File: src/rtl/fifo_access_sched_pkg.sv
// Shared constants and slot encoding for the FIFO access scheduler.
// Defaults: 4 producers, 8-bit data, and a 4-slot write burst limit while a read is pending.
package fifo_sched_pkg;

  localparam int NUM_REQ      = 4;
  localparam int DATA_W       = 8;
  localparam int MAX_WR_BURST = 4;

  typedef enum logic [1:0] {
    SLOT_IDLE  = 2'd0,
    SLOT_WRITE = 2'd1,
    SLOT_READ  = 2'd2
  } slot_e;

endpackage

File: src/rtl/fifo_access_sched_rr_arbiter.sv
// Combinational round-robin pick: first requester at or after ptr, wrapping modulo NUM_REQ.
// Zero latency; the priority pointer is owned and advanced by the parent.
module rr_arbiter #(
  parameter int  NUM_REQ = 4,
  localparam int PTR_W   = $clog2(NUM_REQ)
) (
  input  logic [NUM_REQ-1:0] req,
  input  logic [PTR_W-1:0]   ptr,
  output logic [NUM_REQ-1:0] gnt,
  output logic [PTR_W-1:0]   winner,
  output logic               any
);

  assign any = |req;

  // Scan from the far end back toward ptr so the last hit is the nearest requester.
  always_comb begin
    int idx;
    idx    = 0;
    winner = '0;
    for (int i = NUM_REQ - 1; i >= 0; i--) begin
      idx = int'(ptr) + i;
      if (idx >= NUM_REQ) idx = idx - NUM_REQ;
      if (req[idx]) winner = PTR_W'(idx);
    end
  end

  always_comb begin
    gnt = '0;
    if (any) gnt[winner] = 1'b1;
  end

endmodule

File: src/rtl/fifo_access_sched.sv
// Shares one FIFO between round-robin producers and a single reader; writes are capped at
// MAX_WR_BURST slots while a read waits. Grants are same-cycle; read data returns one cycle after fifo_rd.
module fifo_access_sched
  import fifo_sched_pkg::*;
#(
  parameter int  NUM_REQ      = fifo_sched_pkg::NUM_REQ,
  parameter int  DATA_W       = fifo_sched_pkg::DATA_W,
  parameter int  MAX_WR_BURST = fifo_sched_pkg::MAX_WR_BURST,
  localparam int PTR_W        = $clog2(NUM_REQ),
  localparam int BURST_W      = $clog2(MAX_WR_BURST + 1)
) (
  input  logic                      clk,
  input  logic                      rst,
  input  logic [NUM_REQ-1:0]        req,
  input  logic [NUM_REQ*DATA_W-1:0] din,
  output logic [NUM_REQ-1:0]        gnt,
  input  logic                      rd_req,
  output logic                      rd_valid,
  output logic [DATA_W-1:0]         rd_data,
  output logic                      fifo_wr,
  output logic                      fifo_rd,
  output logic [DATA_W-1:0]         fifo_din,
  input  logic                      fifo_full,
  input  logic                      fifo_empty,
  input  logic [DATA_W-1:0]         fifo_dout
);

  localparam logic [BURST_W-1:0] BURST_MAX = BURST_W'(MAX_WR_BURST);
  localparam logic [PTR_W-1:0]   PTR_LAST  = PTR_W'(NUM_REQ - 1);

  logic [PTR_W-1:0]   rr_ptr;
  logic [BURST_W-1:0] burst_cnt;
  logic [NUM_REQ-1:0] arb_gnt;
  logic [PTR_W-1:0]   arb_winner;
  logic               arb_any;
  logic               wr_ok;
  logic               rd_ok;
  logic               rd_turn;
  slot_e              slot;
  logic [PTR_W-1:0]   next_ptr;
  logic [BURST_W-1:0] burst_inc;

  rr_arbiter #(.NUM_REQ(NUM_REQ)) u_arb (
    .req    (req),
    .ptr    (rr_ptr),
    .gnt    (arb_gnt),
    .winner (arb_winner),
    .any    (arb_any)
  );

  assign wr_ok   = arb_any && !fifo_full;
  assign rd_ok   = rd_req && !fifo_empty;
  assign rd_turn = rd_ok && ((burst_cnt >= BURST_MAX) || !wr_ok);

  // Reset forces an idle slot so nothing reaches the FIFO pins while rst is high.
  always_comb begin
    slot = SLOT_IDLE;
    if (!rst) begin
      if (rd_turn)    slot = SLOT_READ;
      else if (wr_ok) slot = SLOT_WRITE;
    end
  end

  assign fifo_rd  = (slot == SLOT_READ);
  assign fifo_wr  = (slot == SLOT_WRITE);
  assign gnt      = fifo_wr ? arb_gnt : '0;
  assign fifo_din = fifo_wr ? din[int'(arb_winner)*DATA_W +: DATA_W] : '0;
  assign rd_data  = fifo_dout;

  assign next_ptr  = (arb_winner == PTR_LAST) ? '0 : arb_winner + 1'b1;
  assign burst_inc = (burst_cnt >= BURST_MAX) ? BURST_MAX : burst_cnt + 1'b1;

  always_ff @(posedge clk) begin
    if (rst) begin
      rr_ptr    <= '0;
      burst_cnt <= '0;
      rd_valid  <= 1'b0;
    end else begin
      rd_valid <= fifo_rd;
      case (slot)
        SLOT_WRITE: begin
          rr_ptr    <= next_ptr;
          burst_cnt <= rd_req ? burst_inc : '0;
        end
        SLOT_READ: burst_cnt <= '0;
        default: begin
          if (!rd_req) burst_cnt <= '0;
        end
      endcase
    end
  end

endmodule

File: config.mk
export PLATFORM = sky130hd
export DESIGN_NAME = fifo_access_sched
export DESIGN_NICKNAME = d
export VERILOG_FILES = /design/src/rtl/fifo_access_sched_pkg.sv /design/src/rtl/fifo_access_sched_rr_arbiter.sv /design/src/rtl/fifo_access_sched.sv
export SDC_FILE = /design/constraint.sdc
export NUM_CORES = 1
export LEC_CHECK = 0
export CAP_MARGIN = 20
export CORE_MARGIN = 10
export CORE_UTILIZATION = 30
export DETAILED_ROUTE_END_ITERATION = 16
export MAX_ROUTING_LAYER = met4
export PLACE_DENSITY = 0.76
export SLEW_MARGIN = 20
export SYNTH_ARGS = -nofsm -noshare
export SYNTH_HDL_FRONTEND = slang
export SYNTH_SLANG_ARGS = --single-unit
File: constraint.sdc
create_clock -name clk -period 2.24 [get_ports clk]
set_input_delay 0.448 -clock clk [delete_from_list [all_inputs] [get_ports clk]]
set_output_delay 0.448 -clock clk [all_outputs]
set_load 0.02 [all_outputs]
==> flow_metrics.py <==
metrics = {
    "synth": {
        "synth.distinct_cells": 24,
        "synthCells": 89,
        "yosys_warnings": 0,
        "synth.area.top_cells": "mux2i_1 (22%), dfxtp_1 (16%), ha_1 (9.8%), buf_4 (7.9%), o22ai_1 (7.4%)",
        "yosysTopAreaCell": "mux2i_1",
        "ys_seq_elements": 6,
        "syn_area_per_cell_um2": 8.590,
        "yosys_most_used_dff": "dfxtp_1",
        "synth-seq-area-share_pct": 15.71,
        "synth_nets": 144,
        "synth_edf_count": 0,
        "async_flop_share_pct": 0,
        "synth_top_area_share_pct": 22.26,
        "synth_most_common_cell": "mux2i_1",
        "syn-cell-area_um2": 764.5,
        "synthTopCellsByCount": "mux2i_1 (17), o22ai_1 (9), buf_4 (8), nor2_1 (8)",
    },
    "setup_path": {
        "start_kind": "primary input",
        "critPathKind": "in2out",
        "worstPathArrival_ns": 1.88,
        "crit_path_max_fanout": 9,
        "cp.required_ns": 1.79,
        "end_kind": "output pin",
    },
    "drt": {
        "firstDrtPassIters": 4,
        "drtIter0Drc": 45,
        "via_per_inst": 5.277,
        "vias": 971,
        "routed_wl_um": 3880,
        "ant_nets": 0,
        "drc": 0,
        "drt-wirelength-per-cell_um": 21.09,
    },
    "sta": {
        "fmax_mhz": 429.8,
        "hold_viol_final": 0,
        "slew_headroom_pct": 83.18,
        "slew_violations": 0,
        "grt_setup_unrepaired": "true",
        "setup_viol": 5,
        "period_minus_slack_ns": 2.327,
        "setup_ws_ns": -0.08662,
        "worst_pin_slew_ns": 0.2452,
        "clock_skew_ns": 0.002915,
        "period_share_pct": 103.9,
        "whs_ns": 0.5215,
    },
    "global_routing": {
        "grt_first_pass_wirelength_um": 5623,
        "grt_pass1_vias": 1181,
        "grt_start_max_net_pins": 10,
        "antenna_found_initial": 0,
        "overflow": 0,
        "track_usage_pct": 14.26,
    },
    "status": {
        "violations": "negative setup slack",
        "outcome": "finished with violations",
    },
    "die": {
        "start_util_pct": 31.14,
        "die_h_um": 70.48,
        "die_w_um": 70.48,
        "die_area_um2": 4967,
        "boundaryPins": 72,
        "fp.coreArea_um2": 2455,
        "rows": 18,
    },
    "pwr": {
        "p_leak_nw": 0.6986,
        "p_switching_mw": 0.2661,
        "power_frac_clock_pct": 13.5,
        "sw_frac_of_total_pct": 36.97,
        "p_per_area_nw_per_um2": 406.4,
        "ir_drop_mv": 0.2705,
        "comb_power_share_pct": 70.1,
        "p_seq_share_pct": 16.4,
        "p_int_mw": 0.4538,
    },
    "layout": {
        "area_growth_pct": 131.8,
        "fin_area_um2": 1772,
        "antenna_cells": 0,
        "finalNetCount": 211,
        "final_layout_size_suffix_gt1_share_pct": 50.00,
        "fin_cells": 184,
    },
    "clock_tree": {
        "cts_buffers": 3,
        "clkSinkCount": 6,
        "clock_latency_ns": 0.24,
        "clockBufferDepth": 2,
        "cts_root_buf": "clkbuf_4",
        "holdBufCountCts": 0,
        "clk_pin_slew_ns": 0.04,
        "htree_levels": 1,
        "cts_tree": "done",
    },
    "place": {
        "dp_slack_ns": -0.7890,
        "place_hpwl_um": 2467,
        "dpl-instance-area_um2": 1349,
        "place_inst": 174,
        "gp_congestion": 0.8234,
        "port_buffers": 55,
    },
    "worst_hold_path": {
        "hold_path_class": "in2reg",
    },
    "run": {
        "drv_cap": 0,
    },
}
final timing paths:
path                                     end  cells past startpoint  slack (ns)    startpoint
worst min-delay path               rr_ptr[0]                      2        0.52           rst
worst max register to register     rr_ptr[1]                      7        0.60     rr_ptr[0]
worst min register to register  burst_cnt[0]                      2        0.57  burst_cnt[0]
worst max-delay path             fifo_din[3]                      8       -0.09        req[1]
cell families after synthesis:
family	share of synthesized area, %
simple gates	19.31
compound gates	18.00
mux	22.26
buf+inv	14.89
fa+ha+maj	9.820
flops	15.71
metal layers:
layer / share of wire, % / track usage, % / wire (µm) / up-vias
li1: - / - / - / 448
met1: 38 / 13.61 / 1464 / 449
met2: 48 / 24.05 / 1854 / 68
met3: 13 / 7.768 / 502 / 6
met4: 1.5 / 4.605 / 58 / 0
met5: 0 / - / 0 / -
sequential cells by signal, summed over array words and instances, names as in the netlist:
register   count
burst_cnt      3
rr_ptr         2
rd_valid       1
power groups by stage:
| stage | combinational, mW | clock (mW) | sequential, mW |
|---|---|---|---|
| 2_1_floorplan | 0.177 | 0 | 0.121 |
| 3_3_place_gp | 0.298 | 0 | 0.119 |
| 3_5_place_dp | 0.303 | 0 | 0.120 |
| 4_1_cts | 0.453 | 0.103 | 0.118 |
| 5_1_grt | 0.527 | 0.106 | 0.118 |
| 6_report | 0.504 | 0.0975 | 0.118 |
metrics by stage:
stage	setup TNS (ns)	total power [mW]	utilization, %
after floorplan	0	0.2977	-
after global placement	-9.537	0.4174	54.94
after detailed placement	-10.02	0.4228	54.94
after CTS	0	0.6736	68.71
after global routing	-0.4653	0.7512	72.17
final	-0.1758	0.7200	72.17
timing repair:
item | 4_1_cts | 5_1_grt
cloned | 2 | 0
buffers inserted | 5 | 0
setup endpoints to repair | 14 | 14
resized for setup | 130 | 24
endpoints found under the hold margin | 0 | 0
pin swaps | 15 | 3
worst max-delay path: stages:
cell	delay, ns
buf_2	0.14
a21o_1	0.19
a21oi_4	0.13
o22a_4	0.22
buf_16	0.17
mux2i_1	0.28
o22ai_2	0.14
buf_6	0.15
cell type report:
class | instances | area [µm²]
sequential | 6 | 123.9
multi-input combinational | 67 | 827.0
timing repair buffer | 72 | 738.2
clock buffer | 3 | 22.52
tap | 30 | 37.54
inverter | 6 | 22.52
fill | 175 | 683.2
cells in the final DEF (no fill, tap or decap), drive strengths merged, types with 2 or more instances in the layout:
master and instances:
a211oi 2, dlygate4sd2 3, ha 6, o22ai 9, a31oi 2, nor2 8, dfxtp 6, a21oi 3
nand2 2, inv 6, and2 4, nand2b 3, nor3b 2, clkdlybuf4s50 33, mux2i 17, nor3 4
buf 31, clkdlybuf4s15 2, clkbuf 5
No activity file was read; power rests on OpenSTA's default activity.
